<file path="config.mk">
export PLATFORM = sky130hd
export DESIGN_NAME = seg_scan_decoder
export DESIGN_NICKNAME = d
export VERILOG_FILES = /design/src/rtl/seg_scan_decoder.sv
export SDC_FILE = /design/constraint.sdc
export NUM_CORES = 1
export LEC_CHECK = 0
export CAP_MARGIN = 20
export CORE_MARGIN = 8
export CORE_UTILIZATION = 25
export CTS_CLUSTER_SIZE = 14
export DETAILED_ROUTE_END_ITERATION = 12
export HOLD_SLACK_MARGIN = 0.02
export PLACE_DENSITY = 0.45
export REMOVE_ABC_BUFFERS = 1
export SLEW_MARGIN = 20
export SYNTH_ARGS = -nofsm -noshare
export SYNTH_HDL_FRONTEND = slang
export SYNTH_SLANG_ARGS = --single-unit
</file>
<file path="constraint.sdc">
create_clock -name clk -period 6.6 [get_ports clk]
set_input_delay 1.32 -clock clk [delete_from_list [all_inputs] [get_ports clk]]
set_output_delay 1.32 -clock clk [all_outputs]
set_load 0.01 [all_outputs]
</file>
<file path="src/rtl/seg_scan_decoder.sv">
// seg_scan_decoder
//   Readback monitor for a multiplexed, active-low seven-segment display bus.
//   Recovers the hex value shown on each digit once the (segment, select)
//   pattern has been stable for STABLE_CYCLES synchronized samples.
//
// Ports:
//   clk              system clock
//   reset_n          asynchronous active-low reset
//   seg_in[6:0]      segment lines, active-low, bit0=a .. bit6=g
//   dig_sel_n[N-1:0] digit selects, active-low; exactly one low = scan slot
//   digits_out       captured hex values, digit i at [4i+3:4i]
//   digit_valid      1 = digit i holds a decoded hex value
//   update           one-cycle pulse on every capture (hex, blank or invalid)
//   update_idx       digit index of the most recent capture
//   invalid_pattern  one-cycle pulse with update when the pattern is unknown
//
// Handshake: there is no back-pressure. update is a single-cycle strobe;
// digits_out/digit_valid/update_idx are already updated on the cycle the
// strobe is high and hold until the next capture.

module seg_scan_decoder #(
  parameter int NUM_DIGITS    = 4,
  parameter int STABLE_CYCLES = 3,
  localparam int IDX_W = (NUM_DIGITS > 1) ? $clog2(NUM_DIGITS) : 1
) (
  input  logic                    clk,
  input  logic                    reset_n,
  input  logic [6:0]              seg_in,
  input  logic [NUM_DIGITS-1:0]   dig_sel_n,
  output logic [4*NUM_DIGITS-1:0] digits_out,
  output logic [NUM_DIGITS-1:0]   digit_valid,
  output logic                    update,
  output logic [IDX_W-1:0]        update_idx,
  output logic                    invalid_pattern
);

  localparam logic [3:0] STABLE = 4'(STABLE_CYCLES);

  typedef enum logic [1:0] {
    EMPTY = 2'd0,
    TRACK = 2'd1,
    HELD  = 2'd2
  } state_t;

  state_t state, state_next;

  logic [6:0]            seg_s1, seg_s2, seg_prev;
  logic [NUM_DIGITS-1:0] sel_s1, sel_s2, sel_prev;
  logic [3:0]            cnt, cnt_next;

  logic                  changed;
  logic                  one_hot;
  logic [IDX_W:0]        zero_cnt;
  logic [IDX_W-1:0]      sel_idx;
  logic                  capture;
  logic [3:0]            hex_val;
  logic                  is_hex;
  logic                  is_blank;

  // Two-flop synchronizers plus the previous-cycle copy of the synced pair.
  always_ff @(posedge clk or negedge reset_n) begin
    if (!reset_n) begin
      seg_s1   <= '1;
      seg_s2   <= '1;
      seg_prev <= '1;
      sel_s1   <= '1;
      sel_s2   <= '1;
      sel_prev <= '1;
      cnt      <= '0;
      state    <= EMPTY;
    end else begin
      seg_s1   <= seg_in;
      seg_s2   <= seg_s1;
      seg_prev <= seg_s2;
      sel_s1   <= dig_sel_n;
      sel_s2   <= sel_s1;
      sel_prev <= sel_s2;
      cnt      <= cnt_next;
      state    <= state_next;
    end
  end

  // A segment change and a select change in the same cycle are one change.
  assign changed = (seg_s2 != seg_prev) || (sel_s2 != sel_prev);

  always_comb begin
    cnt_next = 4'd1;
    if (!changed) begin
      cnt_next = (cnt >= STABLE) ? STABLE : cnt + 4'd1;
    end
  end

  // Count low selects and remember which one is low.
  always_comb begin
    zero_cnt = '0;
    sel_idx  = '0;
    for (int i = 0; i < NUM_DIGITS; i++) begin
      if (!sel_s2[i]) begin
        zero_cnt = zero_cnt + {{IDX_W{1'b0}}, 1'b1};
        sel_idx  = IDX_W'(i);
      end
    end
  end

  assign one_hot = (zero_cnt == {{IDX_W{1'b0}}, 1'b1});

  // The count saturates, so HELD must be excluded explicitly until S moves.
  assign capture = one_hot && (cnt_next == STABLE) && ((state != HELD) || changed);

  always_comb begin
    state_next = state;
    case (state)
      EMPTY: begin
        if (one_hot) state_next = capture ? HELD : TRACK;
      end
      TRACK: begin
        if (!one_hot)    state_next = EMPTY;
        else if (capture) state_next = HELD;
        else              state_next = TRACK;
      end
      HELD: begin
        if (changed) begin
          if (!one_hot)     state_next = EMPTY;
          else if (capture) state_next = HELD;
          else              state_next = TRACK;
        end
      end
      default: state_next = EMPTY;
    endcase
  end

  // Segment code (g..a, active-low) to hex value.
  always_comb begin
    hex_val  = 4'h0;
    is_hex   = 1'b1;
    is_blank = 1'b0;
    case (seg_s2)
      7'h40: hex_val = 4'h0;
      7'h79: hex_val = 4'h1;
      7'h24: hex_val = 4'h2;
      7'h30: hex_val = 4'h3;
      7'h19: hex_val = 4'h4;
      7'h12: hex_val = 4'h5;
      7'h02: hex_val = 4'h6;
      7'h78: hex_val = 4'h7;
      7'h00: hex_val = 4'h8;
      7'h10: hex_val = 4'h9;
      7'h08: hex_val = 4'hA;
      7'h03: hex_val = 4'hB;
      7'h46: hex_val = 4'hC;
      7'h21: hex_val = 4'hD;
      7'h06: hex_val = 4'hE;
      7'h0E: hex_val = 4'hF;
      7'h7F: begin
        is_hex   = 1'b0;
        is_blank = 1'b1;
      end
      default: is_hex = 1'b0;
    endcase
  end

  // Blank and invalid captures clear the valid flag but keep the old value.
  always_ff @(posedge clk or negedge reset_n) begin
    if (!reset_n) begin
      digits_out      <= '0;
      digit_valid     <= '0;
      update          <= 1'b0;
      update_idx      <= '0;
      invalid_pattern <= 1'b0;
    end else begin
      update          <= capture;
      invalid_pattern <= capture && !is_hex && !is_blank;
      if (capture) update_idx <= sel_idx;
      for (int i = 0; i < NUM_DIGITS; i++) begin
        if (capture && (sel_idx == IDX_W'(i))) begin
          digit_valid[i] <= is_hex;
          if (is_hex) digits_out[4*i +: 4] <= hex_val;
        end
      end
    end
  end

endmodule

</file>
==> results of run 1 <==
critical path: cells and delay by family (launching register included):
family / cells / cell delay [ns]
buffers and inverters: 1 / 0.10
AOI/OAI and AO/OA: 2 / 0.56
DFF: 1 / 0.58
xor gates and xnor gates: 1 / 0.16
adders and majority gates: 2 / 0.68
and+or+nand+nor: 2 / 0.87
muxes: 1 / 0.32
final timing paths:
check	to	slack, ns
max	digit_valid[0]	3.21
min	seg_s2[3]	0.35
max reg2reg	digit_valid[0]	3.21
min reg2reg	seg_s2[3]	0.35
max in group asynchronous	digits_out[0]	4.94
min in group asynchronous	cnt[3]	1.16
power breakdown:
part           total [uW]  leakage (uW)  switching (uW)  internal (uW)
registers             426      0.000754            16.7            410
clock network         473      0.000148             169            304
logic                82.9      0.000582            44.9           37.9
total                 982       0.00148             230            752
metal layers:
| layer | vias to the layer above | wire length, um | global-route usage |
|---|---|---|---|
| met5 | - | 0 | 0 |
| met4 | 0 | 95 | 0.03797 |
| met2 | 44 | 2891 | 0.1298 |
| met3 | 12 | 296 | 0.02847 |
| li1 | 986 | - | - |
| met1 | 948 | 3130 | 0.1097 |
flip-flops by register name (all words and copies together), names as in the netlist:
| name | count |
|---|---|
| cnt | 4 |
| sel_s2 | 4 |
| invalid_pattern | 1 |
| seg_s2 | 7 |
| sel_prev | 4 |
| digit_valid | 4 |
| update_idx | 2 |
| seg_s1 | 7 |
| sel_s1 | 4 |
| digits_out | 16 |
| seg_prev | 7 |
| state | 2 |
| update | 1 |
stage by stage:
stage               cell area [um^2]  utilization
finish                          3742       0.3250
global placement                3445       0.2991
floorplan                       2895            -
global route                    3742       0.3250
detailed placement              3445       0.2991
CTS                             3742       0.3250
synthesized netlist by cell type, drive strengths merged (2+ instances only):
cell / count / area (um^2)
a21o: 3 / 22.52
and4: 2 / 17.52
nand4: 5 / 31.28
buf: 6 / 45.04
dfstp: 33 / 867.1
xnor2: 14 / 141.4
nand3b: 2 / 15.01
ha: 7 / 87.58
nor2: 11 / 41.29
a311oi: 4 / 41.29
clkbuf: 7 / 30.03
or3: 6 / 37.54
and3: 2 / 12.51
a211o: 3 / 26.28
mux2i: 8 / 80.08
nand2: 6 / 22.52
o211ai: 5 / 37.54
nor3b: 2 / 20.02
inv: 27 / 101.4
a211oi: 5 / 47.54
o21a: 2 / 15.01
nand3: 5 / 25.02
a21oi: 10 / 61.31
o2111ai: 9 / 78.83
dfrtp: 30 / 750.7
nor3: 5 / 25.02
mux2: 4 / 45.04
o21ai: 10 / 50.05
o211a: 2 / 20.02
a2111oi: 3 / 32.53
cells in the final DEF, fill, tap and decap left out, types with 6 or more instances in the layout:
master           netlist  routed
mux2i_1                8       8
ha_1                   7       7
a21oi_1                9       9
xnor2_1               13      13
o2111ai_1              9       9
nor2_1                11      11
dfrtp_1               30      30
inv_1                 27      27
clkbuf_16              0       9
or3_1                  6       6
o21ai_0               10      10
dfstp_2               33      33
nand2_1                6       6
clkdlybuf4s50_1        0      35
logic make-up (layout without fill, tap and decap cells):
family,Yosys count,count (layout),share of synthesized area
muxes,12,12,0.04218
adders and majority gates,7,7,0.02952
AOI/OAI and AO/OA,60,60,0.1582
xor gates and xnor gates,15,15,0.05061
DFF,63,63,0.5453
and+or+nand+nor,56,56,0.1135
other,1,2,0.001264
buffers and inverters,40,81,0.05947
cell type report:
cell class                      count  area, um^2
Multi-Input combinational cell    152        1176
Fill cell                        1166        7774
Tap cell                          143       178.9
Clock inverter                      4       51.30
Sequential cell                    63        1618
Inverter                           27       101.3
Timing Repair Buffer               38       370.4
Clock buffer                       12       246.5
==> impl_metrics.csv, run 1 <==
group,metric,value,unit
synth,synth_seq_cells,63,
clock_network,cts_tree,"yes",
sta,finalCriticalPeriod,3.391,ns
clock_network,post-cts-setup-buffer-count,0,
placed_design,place.gp.congestion,0.7104,
synth,async_reset_ff_frac,1.000,
sta,maxSlewHeadroom,0.4629,
sta,hold_viol,0,
routing,routed_wl,6414,um
global_route,grt_max_degree,64,
sta,post-route-period-util,0.5137,
global_route,grt_use_total,0.08593,
die,rows,39,
sta,max_freq,294.9,MHz
sta,setup_ws,3.209,ns
sta,final.setup.tns,0,ns
routing,drc_errors,0,
sta,rsz0062_at_grt,"no",
worst_setup_path,critPathKind,"reg -> reg",
cells_and_area,syn_to_final_growth,26.15,%
placed_design,io_buffer_count,36,
die,initial_core_util,0.2576,
hold_path,worstHoldStart,"seg_s1[3]",
flow_run,max-cap-violations,0,
clock_network,cts-buffers-inserted,9,
synth,synth.distinct_cells,56,
clock_network,insertion_delay,0.33,ns
global_route,grt_pass1_vias,2084,
sta,maxSlewViolCount,0,
routing,antenna_left,0,
global_route,antenna_found_initial,0,
routing,num_vias,1990,
clock_network,clock-root-buffer,"clkbuf_16",
worst_setup_path,arrival,3.60,ns
worst_setup_path,path_max_fanout,10,
die,core,11520,um^2
worst_setup_path,crit_chain,"inv_1 > ha_1 > xnor2_1 > ha_1 > or3b_4 > a21oi_4 > o211a_1 > or4b_1 > mux2_1",
cells_and_area,drive_gt1_frac,0.2196,
sta,tightest_slew,0.7995,ns
worst_setup_path,path_common_cell,"ha_1",
worst_setup_path,end_kind,"flip-flop",
worst_setup_path,cp_slowest_stage_delay,0.58,ns
synth,ys.flop_type,"dfstp_2",
outcome,status,"finished, final reports clean",
power_and_ir_drop,power,982.3,uW
synth,netlist_area,2967,um^2
worst_setup_path,crit_slowest_cell,"dfstp_2",
clock_network,clk_transition_reported_paths,0.06,ns
power_and_ir_drop,powerDensity,262.5,nW/um^2
worst_setup_path,r2r-start,"sel_s2[1]",
worst_setup_path,worstPathRequired,6.81,ns
worst_setup_path,ff2ff_path_depth,9,
cells_and_area,final_cells,439,
synth,yosysWarnings,0,
hold_path,holdPathStages,0,
clock_network,cts_resized,0,
clock_network,cts-hold-fix-buffers,0,
power_and_ir_drop,p_leak,0.001484,uW
global_route,overflow,0,
clock_network,cts_sinks,63,
routing,dr.pass1.iters,4,
sta,finalSetupViolations,0,
clock_network,clk_path_buf_depth,2,
cells_and_area,nets,311,
placed_design,dp_slack,3.214,ns
power_and_ir_drop,max-vdd-ir-drop,0.09582,mV
placed_design,hpwl,4520,um
sta,finClkSkew,0.007943,ns
synth,ys_seq_area_frac,0.5453,
worst_setup_path,startpoint,"sel_s2[1]",
die,die_area,15610,um^2
global_route,grt_pass1_wl,10880,um
worst_setup_path,start_kind,"flip-flop",
synth,synth_edf_count,0,
placed_design,dp_cells,423,
clock_network,cts_htree_levels,3,
cells_and_area,antenna_cells,0,
sta,hold-worst-slack,0.3537,ns
routing,wire_per_inst,14.61,um
routing,viasPerCell,4.533,
die,num_io_pins,37,
die,die_w,124.9,um
routing,dr.first_iter.drc_count,98,
die,die_height,124.9,um
hold_path,min_path_type,"reg -> reg",
synth,avgSynthCellArea,11.68,um^2
synth,postSynthCellCount,254,
(Power assumes the default switching activity.)
==> inputs of run 2 (changes only) <==
--- a/config.mk
+++ b/config.mk
@@ -11,7 +11,7 @@
 export CTS_CLUSTER_SIZE = 14
 export DETAILED_ROUTE_END_ITERATION = 12
 export HOLD_SLACK_MARGIN = 0.02
-export PLACE_DENSITY = 0.45
+export PLACE_DENSITY = 0.47
 export REMOVE_ABC_BUFFERS = 1
 export SLEW_MARGIN = 20
 export SYNTH_ARGS = -nofsm -noshare
==> constraint.sdc (replaced) <==
create_clock -name clk -period 3.1 [get_ports clk]
set_input_delay 0.62 -clock clk [delete_from_list [all_inputs] [get_ports clk]]
set_output_delay 0.62 -clock clk [all_outputs]
set_load 0.01 [all_outputs]
==> run 2 against run 1 <==
Cell count up 2.5%. Worst setup slack worse by 3.1 ns. Total power up 110%. Via count increased by 3.9%. Highest routed layer unchanged.
==> impl_metrics.csv, run 2 (synthesis results as in run 1) <==
group,metric,value,unit
cells_and_area,antenna_cells,0,
hold_path,min_path_type,"in -> async",
cells_and_area,fill_cells,1174,
worst_setup_path,ff2ff_path_depth,9,
worst_setup_path,r2r-start,"sel_s2[1]",
worst_setup_path,worstReg2RegEnd,"digit_valid[0]",
placed_design,io_buffer_count,36,
global_route,grt_pass1_vias,2139,
cells_and_area,final_common_cell,"clkdlybuf4s50_1",
clock_network,clock-root-buffer,"clkbuf_16",
cells_and_area,drive_gt1_frac,0.2573,
cells_and_area,nets,322,
placed_design,hpwl,4775,um
worst_setup_path,rrSetupSlack,0.15,ns
power_and_ir_drop,powerDensity,530.5,nW/um^2
sta,rsz0062_at_grt,"no",
die,die_area,15610,um^2
clock_network,clk_transition_reported_paths,0.06,ns
clock_network,cts_sinks,63,
placed_design,placed_area,3520,um^2
routing,viasPerCell,4.596,
sta,finalSetupViolations,0,
global_route,grt_use_total,0.08755,
global_route,antenna_found_initial,0,
worst_setup_path,arrival,3.16,ns
routing,antenna_left,0,
die,initial_core_util,0.2576,
sta,maxSlewViolCount,0,
cells_and_area,fin_area,3821,um^2
clock_network,cts_htree_levels,3,
die,core,11520,um^2
sta,max_freq,338.6,MHz
routing,drc_errors,0,
cells_and_area,syn_to_final_growth,28.81,%
worst_setup_path,path_max_fanout,5,
global_route,grt_max_degree,27,
placed_design,dp_cells,433,
worst_setup_path,end_kind,"flip-flop",
die,die_height,124.9,um
global_route,overflow,0,
routing,highest_layer,"met4",
cells_and_area,post-route-util,0.3318,
die,num_io_pins,37,
clock_network,cts_tree,"yes",
flow_run,max-cap-violations,0,
clock_network,clk_path_buf_depth,2,
clock_network,insertion_delay,0.32,ns
power_and_ir_drop,p_leak,0.001536,uW
cells_and_area,final_cell_mix,"35 x clkdlybuf4s50_1, 33 x dfstp_2, 30 x dfrtp_1",
routing,met1_length,3122,um
routing,num_vias,2068,
routing,wl_met2,2920,um
power_and_ir_drop,max-vdd-ir-drop,0.1883,mV
cells_and_area,largest_register_ffs,16,
die,rows,39,
worst_setup_path,worstPathRequired,3.30,ns
sta,hold_viol,0,
outcome,status,"finished, final reports clean",
sta,post-route-period-util,0.9528,
clock_network,cts-buffers-inserted,9,
cells_and_area,top_register,"digits_out",
worst_setup_path,start_kind,"flip-flop",
routing,met3_length,294,um
routing,dr.first_iter.drc_count,67,
worst_setup_path,critPathKind,"reg -> reg",
global_route,grt_pass1_wl,11050,um
die,die_w,124.9,um
sta,finClkSkew,0.006550,ns
sta,maxSlewHeadroom,0.5155,
sta,finalCriticalPeriod,2.954,ns
placed_design,place.gp.congestion,0.7389,
cells_and_area,final_cells,450,
routing,wire_per_inst,14.37,um
sta,tightest_slew,0.7212,ns
routing,dr.pass1.iters,6,
routing,routed_wl,6467,um
run 2: cell types whose count changed in the layout (fill, tap and decap cells not counted), sizes merged:
cell	delta
buf	+11
bufinv	-1
clkinv	+3
clkbuf	-2
run 2: critical path, stage by stage (launching register included):
cell,delay (ns)
dfstp_2,0.57
inv_1,0.11
ha_4,0.29
xnor2_1,0.12
ha_1,0.27
or3b_4,0.39
a21oi_4,0.13
o211a_1,0.19
or4b_1,0.45
mux2_1,0.32
run 2: layer usage:
layer  GRT usage  vias to the layer above
met5           0                        -
met4     0.03868                        0
met3     0.02932                       11
met2      0.1340                       52
met1      0.1102                      998
li1            -                     1007
run 2: cell type report:
| type | count | area [um^2] | share of cell area |
|---|---|---|---|
| Inverter | 27 | 101.3 | 0.02652 |
| Multi-Input combinational cell | 152 | 1189 | 0.3111 |
| Tap cell | 143 | 178.9 | 0.04682 |
| Clock buffer | 10 | 239.0 | 0.06254 |
| Sequential cell | 63 | 1618 | 0.4234 |
| Timing Repair Buffer | 49 | 452.9 | 0.1185 |
| Clock inverter | 6 | 42.54 | 0.01113 |
run 2: worst max path at each step:
stage | startpoint | endpoint | slack (ns) | depth (start not counted)
2_1_floorplan | sel_s2[1] | digit_valid[0] | -0.05 | 9
3_3_place_gp | sel_s2[1] | digit_valid[0] | 0.14 | 9
3_5_place_dp | sel_s2[1] | digit_valid[0] | 0.09 | 9
4_1_cts | sel_s2[1] | digit_valid[0] | 0.07 | 9
5_1_grt | sel_s2[1] | digit_valid[0] | 0.03 | 9
6_report | sel_s2[1] | digit_valid[0] | 0.15 | 9
run 2: power by group:
group	total, uW	internal (uW)	switching (uW)
sequential	908	872	36.0
combinational	188	89.1	98.8
clock	931	566	365
total	2030	1530	500
run 2: timing repair:
| action | CTS | global route |
|---|---|---|
| hold buffers | 0 | 0 |
| setup endpoints to repair | 0 | 7 |
| gates resized for setup | 0 | 1 |
| setup buffers | 0 | 1 |
run 2: through the flow:
stage                     power, uW  TNS [ns]  hold WS (ns)  setup WS (ns)
after CTS                      2063         0        0.3302        0.06660
final                          2027         0        0.3074         0.1464
after detailed placement       1109         0        0.3468        0.08628
after floorplan                1032  -0.04668        0.3244       -0.04668
after global routing           2133         0        0.3572        0.02625
after global placement         1104         0        0.3459         0.1352
==> inputs of run 3 (changes only) <==
--- a/config.mk
+++ b/config.mk
@@ -10,6 +10,7 @@
 export CORE_UTILIZATION = 25
 export CTS_CLUSTER_SIZE = 14
 export DETAILED_ROUTE_END_ITERATION = 12
+export GPL_TIMING_DRIVEN = 0
 export HOLD_SLACK_MARGIN = 0.02
 export PLACE_DENSITY = 0.47
 export REMOVE_ABC_BUFFERS = 1
==> run 3 against run 2 <==
Sequential power is essentially flat. Die area is the same. Count of clock-buffer cells in the layout is the same. Sequential share of layout area shrank 0.71 points. First-iteration DRC count grew 90%. Critical path depth is the same. Via count shrank 0.44%. Register-to-register slack lost 0.06 ns.
==> impl_metrics.csv, run 3 (synthesis results as in run 1) <==
group,metric,value,unit
global_route,grt_pass1_wl,11090,um
cells_and_area,top_register,"digits_out",
worst_setup_path,arrival,3.22,ns
die,die_height,124.9,um
routing,antenna_left,0,
worst_setup_path,cp_slowest_stage_delay,0.55,ns
routing,wire_per_inst,14.57,um
worst_setup_path,crit_chain,"inv_1 > ha_4 > xnor2_2 > ha_1 > or3b_4 > a21oi_4 > o211a_4 > or4b_4 > mux2_1",
sta,finClkSkew,0.007823,ns
sta,maxSlewViolCount,0,
die,die_area,15610,um^2
routing,dr.pass1.iters,4,
power_and_ir_drop,powerDensity,523.3,nW/um^2
worst_setup_path,start_kind,"flip-flop",
die,core,11520,um^2
worst_setup_path,path_max_fanout,5,
power_and_ir_drop,power,2034,uW
global_route,grt_use_total,0.08812,
routing,drc_errors,0,
sta,finalSetupViolations,0,
placed_design,placed_area,3468,um^2
cells_and_area,final_cells,449,
worst_setup_path,critPathKind,"reg -> reg",
global_route,grt_max_degree,40,
global_route,overflow,0,
cells_and_area,fin_area,3886,um^2
worst_setup_path,worstPathRequired,3.31,ns
sta,setup_ws,0.08723,ns
die,initial_core_util,0.2576,
clock_network,clk_transition_reported_paths,0.06,ns
worst_setup_path,crit_buf_inv,1,
placed_design,dp_cells,423,
sta,post-route-period-util,0.9719,
flow_run,max-cap-violations,0,
power_and_ir_drop,switching_share,0.2470,
worst_setup_path,crit_family,"simple AND/OR/NAND/NOR gates",
sta,max_freq,331.9,MHz
power_and_ir_drop,pwr-share-seq,0.446,
outcome,status,"finished, final reports clean",
clock_network,cts_htree_levels,3,
sta,finalCriticalPeriod,3.013,ns
routing,viasPerCell,4.586,
cells_and_area,final_common_cell,"clkdlybuf4s50_1",
cells_and_area,largest_register_ffs,16,
placed_design,place.gp.congestion,0.7172,
sta,hold-worst-slack,0.1991,ns
worst_setup_path,end_kind,"flip-flop",
power_and_ir_drop,p_leak,0.001554,uW
sta,tightest_slew,1.001,ns
power_and_ir_drop,power.switching,502.3,uW
cells_and_area,drive_gt1_frac,0.2778,
cells_and_area,nets,321,
cells_and_area,final_cell_mix,"35 x clkdlybuf4s50_1, 33 x dfstp_2, 30 x dfrtp_1",
die,rows,39,
worst_setup_path,crit_slowest_cell,"dfstp_2",
clock_network,cts_tree,"yes",
hold_path,min_path_type,"in -> async",
power_and_ir_drop,max-vdd-ir-drop,0.2816,mV
cells_and_area,syn_to_final_growth,31.00,%
global_route,antenna_found_initial,0,
clock_network,clk_path_buf_depth,2,
clock_network,cts-buffers-inserted,9,
clock_network,insertion_delay,0.33,ns
die,num_io_pins,37,
power_and_ir_drop,p_clk_frac,0.456,
global_route,grt_pass1_vias,2119,
cells_and_area,antenna_cells,0,
sta,maxSlewHeadroom,0.3316,
routing,num_vias,2059,
placed_design,io_buffer_count,36,
power_and_ir_drop,internal-power,1532,uW
placed_design,dp_slack,-0.3426,ns
clock_network,cts_sinks,63,
die,die_w,124.9,um
routing,routed_wl,6543,um
sta,hold_viol,0,
routing,dr.first_iter.drc_count,127,
clock_network,cts-hold-fix-buffers,0,
power_and_ir_drop,p_comb_frac,0.097,
placed_design,hpwl,4542,um
clock_network,clock-root-buffer,"clkbuf_16",
[run 3: layout make-up]
cell class	instances	area, um^2
fillers	1176	7630
multi-input cells	152	1242
clock buffers	10	239.0
inverters	27	101.3
clock inverters	6	42.54
well taps	143	178.9
flip-flops and latches	63	1618
repair buffers	48	464.2
[run 3: what timing repair did]
item / 4_1_cts / 5_1_grt
resized for setup: 6 / 4
setup buffers: 4 / 6
endpoints found under the setup margin: 21 / 17
pin swaps: 2 / 5
[run 3: final timing paths]
path | cells past startpoint | slack (ns) | endpoint | start
max | 9 | 0.09 | digit_valid[0] | sel_s2[0]
min | 1 | 0.20 | cnt[2] | reset_n
max reg2reg | 9 | 0.09 | digit_valid[0] | sel_s2[0]
min reg2reg | 0 | 0.35 | seg_s2[5] | seg_s1[5]
max in group asynchronous | 2 | 2.32 | seg_s2[3] | reset_n
min in group clk | 0 | 0.35 | seg_s2[5] | seg_s1[5]
[run 3: routing by layer]
metal / up-vias / wire length (um) / track usage / share of wire
li1: 1008 / - / - / -
met1: 999 / 3179 / 0.1131 / 0.49
met2: 44 / 2991 / 0.1308 / 0.46
met5: - / 0 / 0 / 0
met3: 8 / 272 / 0.03145 / 0.042
met4: 0 / 101 / 0.03868 / 0.015
[run 3: power groups by stage]
stage | clock [uW] | sequential (uW) | combinational [uW]
finish | 928 | 908 | 198
global route | 1000 | 913 | 224
CTS | 965 | 908 | 193
detailed placement | 0 | 922 | 181
global placement | 0 | 921 | 175
floorplan | 0 | 910 | 121
[run 3: metrics by stage]
stage,setup TNS [ns],util
after floorplan,-0.04668,-
after global placement,-21.76,0.2982
after detailed placement,-2.915,0.3012
after CTS,0,0.3311
after global routing,-0.004058,0.3375
final,0,0.3375
